==> src/rtl/z80bus_master_arb.sv <==
// Two-port round-robin Z80-style bus master: grants one requester, then runs a single
// memrd/memwr/iord/iowr cycle (IDLE -> ADDR -> STRB -> RECOV) with wait_n stretching and timeout.
module z80bus_master_arb #(
  parameter int unsigned STROBE_CYCLES = 2,
  parameter int unsigned WAIT_MAX      = 255
) (
  input  logic        clk_i,
  input  logic        rst_i,
  input  logic        req0_i,
  input  logic        req1_i,
  input  logic [1:0]  cmd0_i,
  input  logic [1:0]  cmd1_i,
  input  logic [15:0] addr0_i,
  input  logic [15:0] addr1_i,
  input  logic [7:0]  wdata0_i,
  input  logic [7:0]  wdata1_i,
  output logic        done0_o,
  output logic        done1_o,
  output logic        err0_o,
  output logic        err1_o,
  output logic [7:0]  rdata_o,
  output logic        mreq_n_o,
  output logic        iorq_n_o,
  output logic        rd_n_o,
  output logic        wr_n_o,
  output logic [15:0] a_o,
  output logic [7:0]  dout_o,
  output logic        doe_o,
  input  logic [7:0]  din_i,
  input  logic        wait_n_i
);

  localparam logic [1:0] ST_IDLE  = 2'd0;
  localparam logic [1:0] ST_ADDR  = 2'd1;
  localparam logic [1:0] ST_STRB  = 2'd2;
  localparam logic [1:0] ST_RECOV = 2'd3;

  localparam logic [3:0] STRB_LAST = 4'(STROBE_CYCLES);
  localparam logic [7:0] WAIT_LIM  = 8'(WAIT_MAX);

  logic [1:0]  state_q, state_d;
  logic        rr_q, rr_d;
  logic        port_q, port_d;
  logic [1:0]  cmd_q, cmd_d;
  logic [3:0]  cnt_q, cnt_d;
  logic [7:0]  wcnt_q, wcnt_d;
  logic        mreq_n_q, mreq_n_d, iorq_n_q, iorq_n_d;
  logic        rd_n_q, rd_n_d, wr_n_q, wr_n_d;
  logic [15:0] a_q, a_d;
  logic [7:0]  dout_q, dout_d;
  logic        doe_q, doe_d;
  logic [7:0]  rdata_q, rdata_d;
  logic        done0_q, done0_d, done1_q, done1_d;
  logic        err0_q, err0_d, err1_q, err1_d;
  logic        finish_s, abort_s;
  logic        gnt_s;

  // With both requesting, the port that did not win last time gets the bus.
  assign gnt_s = (req0_i && req1_i) ? ~rr_q : req1_i;

  // Next-state and next-output logic; a/dout double as the latched address and write data.
  always_comb begin
    state_d  = state_q;
    rr_d     = rr_q;
    port_d   = port_q;
    cmd_d    = cmd_q;
    cnt_d    = cnt_q;
    wcnt_d   = wcnt_q;
    mreq_n_d = mreq_n_q;
    iorq_n_d = iorq_n_q;
    rd_n_d   = rd_n_q;
    wr_n_d   = wr_n_q;
    a_d      = a_q;
    dout_d   = dout_q;
    doe_d    = doe_q;
    rdata_d  = rdata_q;
    done0_d  = 1'b0;
    done1_d  = 1'b0;
    err0_d   = 1'b0;
    err1_d   = 1'b0;
    finish_s = 1'b0;
    abort_s  = 1'b0;

    case (state_q)
      ST_IDLE: begin
        mreq_n_d = 1'b1;
        iorq_n_d = 1'b1;
        rd_n_d   = 1'b1;
        wr_n_d   = 1'b1;
        doe_d    = 1'b0;
        if (req0_i || req1_i) begin
          port_d  = gnt_s;
          rr_d    = gnt_s;
          cmd_d   = gnt_s ? cmd1_i : cmd0_i;
          a_d     = gnt_s ? addr1_i : addr0_i;
          dout_d  = gnt_s ? wdata1_i : wdata0_i;
          doe_d   = gnt_s ? cmd1_i[0] : cmd0_i[0];
          state_d = ST_ADDR;
        end else begin
          state_d = ST_IDLE;
        end
      end
      ST_ADDR: begin
        mreq_n_d = cmd_q[1];
        iorq_n_d = ~cmd_q[1];
        rd_n_d   = cmd_q[0];
        wr_n_d   = ~cmd_q[0];
        cnt_d    = 4'd1;
        wcnt_d   = 8'd0;
        state_d  = ST_STRB;
      end
      ST_STRB: begin
        if (cnt_q < STRB_LAST) begin
          cnt_d = cnt_q + 4'd1;
        end else if (wait_n_i) begin
          finish_s = 1'b1;
        end else if ((WAIT_LIM != 8'd0) && (wcnt_q == WAIT_LIM)) begin
          finish_s = 1'b1;
          abort_s  = 1'b1;
        end else begin
          wcnt_d = wcnt_q + 8'd1;
        end
      end
      ST_RECOV: begin
        doe_d   = 1'b0;
        state_d = ST_IDLE;
      end
      default: begin
        mreq_n_d = 1'b1;
        iorq_n_d = 1'b1;
        rd_n_d   = 1'b1;
        wr_n_d   = 1'b1;
        doe_d    = 1'b0;
        state_d  = ST_IDLE;
      end
    endcase

    // Strobe release: report to the latched port, capture read data (0xFF on timeout).
    if (finish_s) begin
      mreq_n_d = 1'b1;
      iorq_n_d = 1'b1;
      rd_n_d   = 1'b1;
      wr_n_d   = 1'b1;
      state_d  = ST_RECOV;
      done0_d  = ~port_q;
      done1_d  = port_q;
      err0_d   = abort_s & ~port_q;
      err1_d   = abort_s & port_q;
      if (!cmd_q[0]) begin
        rdata_d = abort_s ? 8'hFF : din_i;
      end else begin
        rdata_d = rdata_q;
      end
    end else begin
      done0_d = 1'b0;
      done1_d = 1'b0;
    end
  end

  // State and registered outputs.
  always_ff @(posedge clk_i) begin
    if (rst_i) begin
      state_q  <= ST_IDLE;
      rr_q     <= 1'b0;
      port_q   <= 1'b0;
      cmd_q    <= 2'd0;
      cnt_q    <= 4'd0;
      wcnt_q   <= 8'd0;
      mreq_n_q <= 1'b1;
      iorq_n_q <= 1'b1;
      rd_n_q   <= 1'b1;
      wr_n_q   <= 1'b1;
      a_q      <= 16'h0000;
      dout_q   <= 8'h00;
      doe_q    <= 1'b0;
      rdata_q  <= 8'h00;
      done0_q  <= 1'b0;
      done1_q  <= 1'b0;
      err0_q   <= 1'b0;
      err1_q   <= 1'b0;
    end else begin
      state_q  <= state_d;
      rr_q     <= rr_d;
      port_q   <= port_d;
      cmd_q    <= cmd_d;
      cnt_q    <= cnt_d;
      wcnt_q   <= wcnt_d;
      mreq_n_q <= mreq_n_d;
      iorq_n_q <= iorq_n_d;
      rd_n_q   <= rd_n_d;
      wr_n_q   <= wr_n_d;
      a_q      <= a_d;
      dout_q   <= dout_d;
      doe_q    <= doe_d;
      rdata_q  <= rdata_d;
      done0_q  <= done0_d;
      done1_q  <= done1_d;
      err0_q   <= err0_d;
      err1_q   <= err1_d;
    end
  end

  assign mreq_n_o = mreq_n_q;
  assign iorq_n_o = iorq_n_q;
  assign rd_n_o   = rd_n_q;
  assign wr_n_o   = wr_n_q;
  assign a_o      = a_q;
  assign dout_o   = dout_q;
  assign doe_o    = doe_q;
  assign rdata_o  = rdata_q;
  assign done0_o  = done0_q;
  assign done1_o  = done1_q;
  assign err0_o   = err0_q;
  assign err1_o   = err1_q;

endmodule
==> config.mk <==
export PLATFORM = sky130hd
export DESIGN_NAME = z80bus_master_arb
export DESIGN_NICKNAME = d
export VERILOG_FILES = /design/src/rtl/z80bus_master_arb.sv
export SDC_FILE = /design/constraint.sdc
export NUM_CORES = 1
export LEC_CHECK = 0
export CORE_AREA = 2 2 78 80
export DETAILED_ROUTE_END_ITERATION = 8
export DIE_AREA = 0 0 80 82
export PLACE_DENSITY = 0.88
export SLEW_MARGIN = 20
export SYNTH_ARGS = -nofsm -noshare
export SYNTH_HDL_FRONTEND = slang
export SYNTH_SLANG_ARGS = --single-unit
==> constraint.sdc <==
create_clock -name clk_i -period 2.5 [get_ports clk_i]
set_input_delay 0.5 -clock clk_i [delete_from_list [all_inputs] [get_ports clk_i]]
set_output_delay 0.5 -clock clk_i [all_outputs]
set_load 0.02 [all_outputs]
==> impl_metrics.ini, run 1 <==
[outcome]
status = completed

[cells_and_area]
area_growth_pct = 55.58
antennaDiodeCount = 0
fin_cells = 442
regArea_um2 = 1161
multi_input_area_um2 = 1250
fillers = 477
stdcell_area_um2 = 3891
final_nets = 433
layout-drive-gt1-share_pct = 9.264
final_util_pct = 67.73

[global_routing]
grt_pass1_vias = 2211
antenna_found_initial = 0
grt_start_max_net_pins = 53
grt-ovfl-total = 0
track_usage_pct = 19.92
grt_pass1_wl_mm = 9.922

[placed_design]
dpl_worst_slack_ns = 0.3478
dpl_cell_area_um2 = 3625
post-dp-hpwl_mm = 4.666
dp_cells = 426
port_buffers = 105
place.gp.congestion = 0.8609

[critical_path]
cpMaxStageDelayCell = clkdlybuf4s50_1
r2r_slack_ns = 0.73
cp_cell_sequence = clkdlybuf4s50_1
crit_path_end_kind = output pin
cp.required_ns = 2.00
cp_top_family = buffers and inverters
path_class = reg -> out
cpPeakStageDelay_ns = 0.63
cp_data_arrival_time_ns = 1.34
cp_max_fo = 2
worst_setup_path_start_kind = register
critPathBufInv = 1

[sta]
hold_violations = 0
clock_skew_ns = 0.01012
whs_ns = 0.4934
rsz0062_at_grt = false
tightest_slew_ns = 0.6236
fin_ws_ns = 0.6644
post-route-period-util_pct = 73.42
fmax_ghz = 0.5448
drv_slew = 0
slew_headroom_pct = 57.84
period_minus_slack_ns = 1.836
finalSetupTns_ns = 0
setup_violations = 0

[detailed_routing]
drt_iter0_markers = 62
drt_wl_total_mm = 6.155
postRouteAntennaNets = 0
dr.pass1.iters = 4
via_per_inst = 5.299
drc_errors = 0
wl_per_cell_um = 13.93
vias = 2342

[yosys]
avgSynthCellArea_um2 = 9.732
synth_top_cell_area_share_pct = 46.42
ys_ff_latch = 58
ys_warn_count = 0
netlist_area_um2 = 2501
syn_inst = 257
synth_top_area_cell = dfxtp_1
synthDistinctLibCells = 42
syn_nets = 328
ys_seq_area_share_pct = 46.42
synth_area_leaders = dfxtp_1 46%, mux2i_1 10%, a211oi_1 8.4%

[power_and_ir_drop]
total_power_mw = 3.676
p_int_mw = 2.512
p_leak_nw = 1.504
pwr-share-comb_pct = 35.0
swShare_pct = 31.67
peakVddDrop_v = 0.0005263
p_per_area_nw_per_um2 = 944.7
pwr-share-seq_pct = 33.7
netSwitchingPower_mw = 1.164
clkPwrFrac_pct = 31.3

[clock_network]
cts_resized = 0
cts_root_buffer = clkbuf_8
post-cts-setup-buffers = 0
cts_buffer_depth = 2
clk_pin_slew_ns = 0.07
ctsHoldBuffers = 0
cts_max_level = 3
clock-sinks = 58
cts_buffers = 9
clock_latency_ns = 0.33
cts_tree = built

[floorplan]
rows = 28
die_x_um = 80
dieArea_um2 = 6560
num_io_pins = 106
initial_core_util_pct = 43.53
die_y_um = 82
fp.coreArea_um2 = 5746

[run]
maxCapViolations = 0

[min_path]
min_path_type = reg -> reg
[metal layers]
layer | GRT usage, % | routed length, um | up-vias
li1 | - | - | 1173
met1 | 22.43 | 2541 | 1078
met2 | 33.75 | 3065 | 83
met3 | 6.813 | 459 | 8
met4 | 9.831 | 89 | 0
met5 | 0 | 0 | -
[layout by cell type (no fill, tap or decap), types with 6 or more instances in the layout]
cell | Yosys | routed
clkdlybuf4s50_1 | 0 | 105
dfxtp_1 | 58 | 58
nor2_1 | 35 | 35
a211oi_1 | 28 | 28
mux2i_1 | 26 | 26
a21oi_1 | 11 | 11
nand2_1 | 11 | 11
clkbuf_8 | 0 | 10
o221a_2 | 8 | 8
nor3_1 | 6 | 6
o21ai_0 | 6 | 6
ha_1 | 6 | 6
[flip-flops by register name, summed over array words and instances (netlist names), 2 cells and up]
name / cells
cmd_q: 2
dout_o: 8
rdata_o: 8
state_q: 2
cnt_q: 4
wcnt_q: 8
a_o: 16
[cells in the mapped netlist (all sizes together)]
cell type   n
a21o        1
a311oi      1
or2         1
nand2b      1
o311ai      2
o221a       8
nor4b       1
a211oi     28
and4b       1
o211ai      1
a21oi      11
dfxtp      58
or4         2
nor4        1
nor3        6
o31a        1
nor2b       3
mux2i      26
and4        1
a22oi       1
nand3       4
ha          6
buf         8
a31oi       1
clkbuf      8
nand4       2
and2        2
o41ai       2
inv         5
o31ai       5
o21a        1
nand2      12
and3        2
nor2       35
a21boi      1
o21ai       6
or3         2
[worst paths after layout]
kind / startpoint / to / depth (start not counted)
max reg2reg: state_q[0] / wcnt_q[3] / 6
min reg2reg: cnt_q[0] / cnt_q[0] / 1
min: cnt_q[0] / cnt_q[0] / 1
max: a_o[11] / a_o[11] / 1
[kinds of logic after synthesis]
group / share of synthesized area, %
AO/OA/AOI/OAI: 21.11
AND/OR/NAND/NOR: 14.96
adder cells (fa/ha/maj): 3.001
buffers and inverters: 4.102
flip-flops: 46.42
multiplexers: 10.41
[power by group through the flow]
stage,sequential [mW],clock [mW],combinational [mW]
finish,1.24,1.15,1.28
global route,1.27,1.22,1.40
CTS,1.24,1.16,1.30
detailed placement,1.26,0,1.29
global placement,1.25,0,1.25
floorplan,1.42,0,0.584
[final cells by class]
class	count	area share, %
Sequential cell	58	29.84
Clock buffer	11	3.633
Tap cell	75	2.412
Multi-Input combinational cell	178	32.12
Timing Repair Buffer	110	28.30
Clock inverter	5	3.215
Inverter	5	0.4823
(Power assumes the default switching activity.)
==> run 2: changes to the inputs <==
--- a/config.mk
+++ b/config.mk
@@ -5,10 +5,10 @@
 export SDC_FILE = /design/constraint.sdc
 export NUM_CORES = 1
 export LEC_CHECK = 0
-export CORE_AREA = 2 2 78 80
+export CORE_AREA = 2 2 81 83
 export DETAILED_ROUTE_END_ITERATION = 8
-export DIE_AREA = 0 0 80 82
-export PLACE_DENSITY = 0.88
+export DIE_AREA = 0 0 83 85
+export PLACE_DENSITY = 0.83
 export SLEW_MARGIN = 20
 export SYNTH_ARGS = -nofsm -noshare
 export SYNTH_HDL_FRONTEND = slang
==> constraint.sdc (replaced) <==
create_clock -name clk_i -period 1.7 [get_ports clk_i]
set_input_delay 0.34 -clock clk_i [delete_from_list [all_inputs] [get_ports clk_i]]
set_output_delay 0.34 -clock clk_i [all_outputs]
set_load 0.02 [all_outputs]
==> impl_metrics.ini, run 2 (synthesis results as in run 1) <==
[outcome]
status = completed

[clock_network]
cts_buffers = 9
post-cts-setup-buffers = 0
cts_max_level = 3
cts_buffer_depth = 2
clk_pin_slew_ns = 0.06
clock-sinks = 58
ctsHoldBuffers = 0
cts_tree = built
cts_root_buffer = clkbuf_8
cts_resized = 0
clock_latency_ns = 0.33

[sta]
whs_ns = 0.4805
finalSetupTns_ns = 0
slew_headroom_pct = 63.51
period_minus_slack_ns = 1.637
setup_violations = 0
tightest_slew_ns = 0.5453
post-route-period-util_pct = 96.31
fin_ws_ns = 0.06281
clock_skew_ns = 0.005954
hold_violations = 0
drv_slew = 0
fmax_ghz = 0.6108

[cells_and_area]
largest_reg_flops = 16
layout_commonest_cell = clkdlybuf4s50_1
layout_common_cells = 104 x clkdlybuf4s50_1, 57 x dfxtp_1, 35 x nor2_1
layout-drive-gt1-share_pct = 12.89
multi_input_area_um2 = 1264
final_util_pct = 63.90
regArea_um2 = 1162
antennaDiodeCount = 0
fin_cells = 457
fillers = 523
final_nets = 446
area_growth_pct = 58.53

[critical_path]
cp.required_ns = 1.36
rr_worst_depth = 5
cp_cell_sequence = clkdlybuf4s50_1
cpPeakStageDelay_ns = 0.61
crit_cells = 1
cp_data_arrival_time_ns = 1.30
cpMaxStageDelayCell = clkdlybuf4s50_1
worstSetupStartpoint = dout_o[2]
cp_max_fo = 2
reg2reg_from = wcnt_q[0]
critPathBufInv = 1
cp_top_family = buffers and inverters
path_class = reg -> out
worst_setup_path_start_kind = register
crit_path_end_kind = output pin

[run]
maxCapViolations = 0

[floorplan]
rows = 29
initial_core_util_pct = 40.31
num_io_pins = 106
fp.coreArea_um2 = 6205
dieArea_um2 = 7055
die_y_um = 85
die_x_um = 83

[min_path]
min_path_type = reg -> reg
worst_hold_startpoint = cnt_q[0]
holdPathStages = 1

[detailed_routing]
via_per_inst = 5.221
postRouteAntennaNets = 0
wl_per_cell_um = 14.38
dr.pass1.iters = 5
drt_wl_total_mm = 6.570
drc_errors = 0
drt_iter0_markers = 90
vias = 2386

[global_routing]
track_usage_pct = 19.37
grt-ovfl-total = 0
grt_pass1_vias = 2376
grt_pass1_wl_mm = 11.03
use_met1_pct = 21.06
grt_start_max_net_pins = 37
grtUsageMet3_pct = 8.171
antenna_found_initial = 0
met2_usage_pct = 33.21
grt_busiest_layer = met2

[power_and_ir_drop]
p_int_mw = 3.388
peakVddDrop_v = 0.0007168
swShare_pct = 33.78
clkPwrFrac_pct = 25.0
netSwitchingPower_mw = 1.728
p_leak_nw = 1.558
pwr-share-seq_pct = 35.5
pwr-share-comb_pct = 39.5
p_per_area_nw_per_um2 = 1290

[placed_design]
post-dp-hpwl_mm = 4.928
dpl_worst_slack_ns = -0.1214
dp_cells = 441
port_buffers = 105
place.gp.congestion = 0.8922
-- run 2: changes by cell type in the layout (fill, tap and decap cells not counted), sizes merged --
| cell | previous run | this run |
|---|---|---|
| bufinv | 4 | 1 |
| clkdlybuf4s50 | 105 | 104 |
| dlymetal6s2s | 0 | 1 |
| clkbuf | 11 | 14 |
| buf | 5 | 18 |
-- run 2: layout make-up --
class | count | area share [%]
well taps | 77 | 2.430
multi-input cells | 178 | 31.87
repair buffers | 123 | 30.92
clock inverters | 2 | 0.8836
clock buffers | 14 | 4.102
flip-flops and latches | 58 | 29.32
inverters | 5 | 0.4733
-- run 2: worst register-to-register path, stage by stage (launching register included) --
cell	delay, ns
dfxtp_1	0.42
ha_1	0.21
nand3_1	0.12
nor2_1	0.45
o311ai_0	0.20
o41ai_1	0.09
-- run 2: routing by layer --
layer | vias up | part of all wire (%)
li1 | 1200 | -
met2 | 98 | 49
met5 | - | 0
met4 | 0 | 1.6
met3 | 9 | 9.4
met1 | 1079 | 40
-- run 2: per-stage QoR --
stage | power [mW] | instance area [um2]
after detailed placement | 3.866 | 3750
after CTS | 5.146 | 3948
after floorplan | 2.940 | 2501
final | 5.116 | 3965
after global placement | 3.807 | 3750
after global routing | 5.429 | 3965
-- run 2: path summary, 6_finish.rpt --
check | to | slack (ns)
setup / recovery | dout_o[2] | 0.06
hold / removal | cnt_q[0] | 0.48
setup reg to reg | wcnt_q[5] | 0.11
hold reg to reg | cnt_q[0] | 0.48
-- run 2: power by group through the flow --
stage	combinational [mW]	clock (mW)	sequential (mW)
CTS	2.03	1.30	1.81
global route	2.20	1.37	1.86
floorplan	0.858	0	2.08
detailed placement	2.03	0	1.84
finish	2.02	1.28	1.82
global placement	1.98	0	1.83
==> run 3: changes to the inputs <==
--- a/config.mk
+++ b/config.mk
@@ -13,3 +13,4 @@
 export SYNTH_ARGS = -nofsm -noshare
 export SYNTH_HDL_FRONTEND = slang
 export SYNTH_SLANG_ARGS = --single-unit
+export TNS_END_PERCENT = 20
==> impl_metrics.ini, run 3 (synthesis results as in run 1) <==
[sta]
slew_headroom_pct = 63.85
drv_slew = 0
setup_violations = 0
clock_skew_ns = 0.005577
tightest_slew_ns = 0.5402
hold_violations = 0
post-route-period-util_pct = 96.28
fin_ws_ns = 0.06318
fmax_ghz = 0.6109
rsz0062_at_grt = true
period_minus_slack_ns = 1.637

[cells_and_area]
area_growth_pct = 58.53
fillers = 523
layout-drive-gt1-share_pct = 12.63
layout_common_cells = 104 x clkdlybuf4s50_1, 57 x dfxtp_1, 35 x nor2_1
largest_reg_flops = 16
fin_cells = 457
final_nets = 446
antennaDiodeCount = 0
final_util_pct = 63.90
multi_input_area_um2 = 1264
regArea_um2 = 1162
stdcell_area_um2 = 3965
layout_commonest_cell = clkdlybuf4s50_1

[placed_design]
dp_cells = 441
place.gp.congestion = 0.8922
port_buffers = 105
dpl_cell_area_um2 = 3750
post-dp-hpwl_mm = 4.928
dpl_worst_slack_ns = -0.1214

[global_routing]
antenna_found_initial = 0
use_met1_pct = 21.06
grt_pass1_vias = 2376
grt-ovfl-total = 0
grt_pass1_wl_mm = 11.03
met2_usage_pct = 33.21
grtUsageMet3_pct = 8.171
track_usage_pct = 19.37
grt_start_max_net_pins = 37
grt_busiest_layer = met2

[power_and_ir_drop]
p_leak_nw = 1.558
p_per_area_nw_per_um2 = 1290
netSwitchingPower_mw = 1.728
total_power_mw = 5.115
p_int_mw = 3.387
pwr-share-comb_pct = 39.5
pwr-share-seq_pct = 35.5
peakVddDrop_v = 0.0007141
clkPwrFrac_pct = 25.0
swShare_pct = 33.79

[floorplan]
dieArea_um2 = 7055
num_io_pins = 106
initial_core_util_pct = 40.31
rows = 29
die_x_um = 83
die_y_um = 85
fp.coreArea_um2 = 6205

[min_path]
min_path_type = reg -> reg

[detailed_routing]
wl_per_cell_um = 14.34
drc_errors = 0
vias = 2377
dr.pass1.iters = 4
drt_iter0_markers = 85
postRouteAntennaNets = 0
via_per_inst = 5.201
drt_wl_total_mm = 6.553

[critical_path]
cpMaxStageDelayCell = clkdlybuf4s50_1
cpPeakStageDelay_ns = 0.61
cp_data_arrival_time_ns = 1.30
path_class = reg -> out
cp_cell_sequence = clkdlybuf4s50_1
crit_path_end_kind = output pin
cp_max_fo = 2
cp.required_ns = 1.36
cp_top_family = buffers and inverters
critPathBufInv = 1
worst_setup_path_start_kind = register

[clock_network]
clock-sinks = 58
cts_max_level = 3
clk_pin_slew_ns = 0.07
cts_buffer_depth = 2
cts_root_buffer = clkbuf_8
cts_tree = built
clock_latency_ns = 0.33
cts_buffers = 9

[outcome]
status = completed

[run]
maxCapViolations = 0
run 3: changes by cell type in the layout (fill, tap and decap cells not counted):
cell,delta
inv_1,+1
inv_2,-1
run 3: final cells by class:
cell class              instances  share of cell area (%)
clock buffers                  14                   4.102
clock inverters                 2                  0.8836
inverters                       5                  0.4733
multi-input cells             178                   31.87
flip-flops and latches         58                   29.32
well taps                      77                   2.430
repair buffers                123                   30.92
run 3: worst paths after layout:
check,from,endpoint,slack (ns),depth (start not counted)
max,doe_o,doe_o,0.06,1
min reg2reg,cnt_q[0],cnt_q[0],0.48,1
max reg2reg,state_q[0],wcnt_q[3],0.09,6
min,cnt_q[0],cnt_q[0],0.48,1
run 3: per-layer routing:
metal / share of wire, % / vias up
met3: 9.1 / 11
met2: 49 / 97
met1: 40 / 1072
met4: 1.8 / 0
met5: 0 / -
li1: - / 1197
run 3: stage by stage:
step,setup TNS [ns],hold slack (ns)
after floorplan,0,0.4502
after global placement,-0.6103,0.4634
after detailed placement,-1.611,0.4691
after CTS,0,0.4813
after global routing,-0.1681,0.5016
final,0,0.4804
run 3: repair_timing:
action | CTS | global route
hold buffers | 0 | 0
resized for setup | 0 | 5
buffers inserted | 0 | 0
hold endpoints to repair | 0 | 0
setup endpoints to repair | 0 | 13
run 3: power by group through the flow:
stage | Sequential [mW] | Clock, mW | Combinational (mW)
global route | 1.85 | 1.37 | 2.20
finish | 1.82 | 1.28 | 2.02
CTS | 1.81 | 1.30 | 2.03
floorplan | 2.08 | 0 | 0.858
global placement | 1.83 | 0 | 1.98
detailed placement | 1.84 | 0 | 2.03
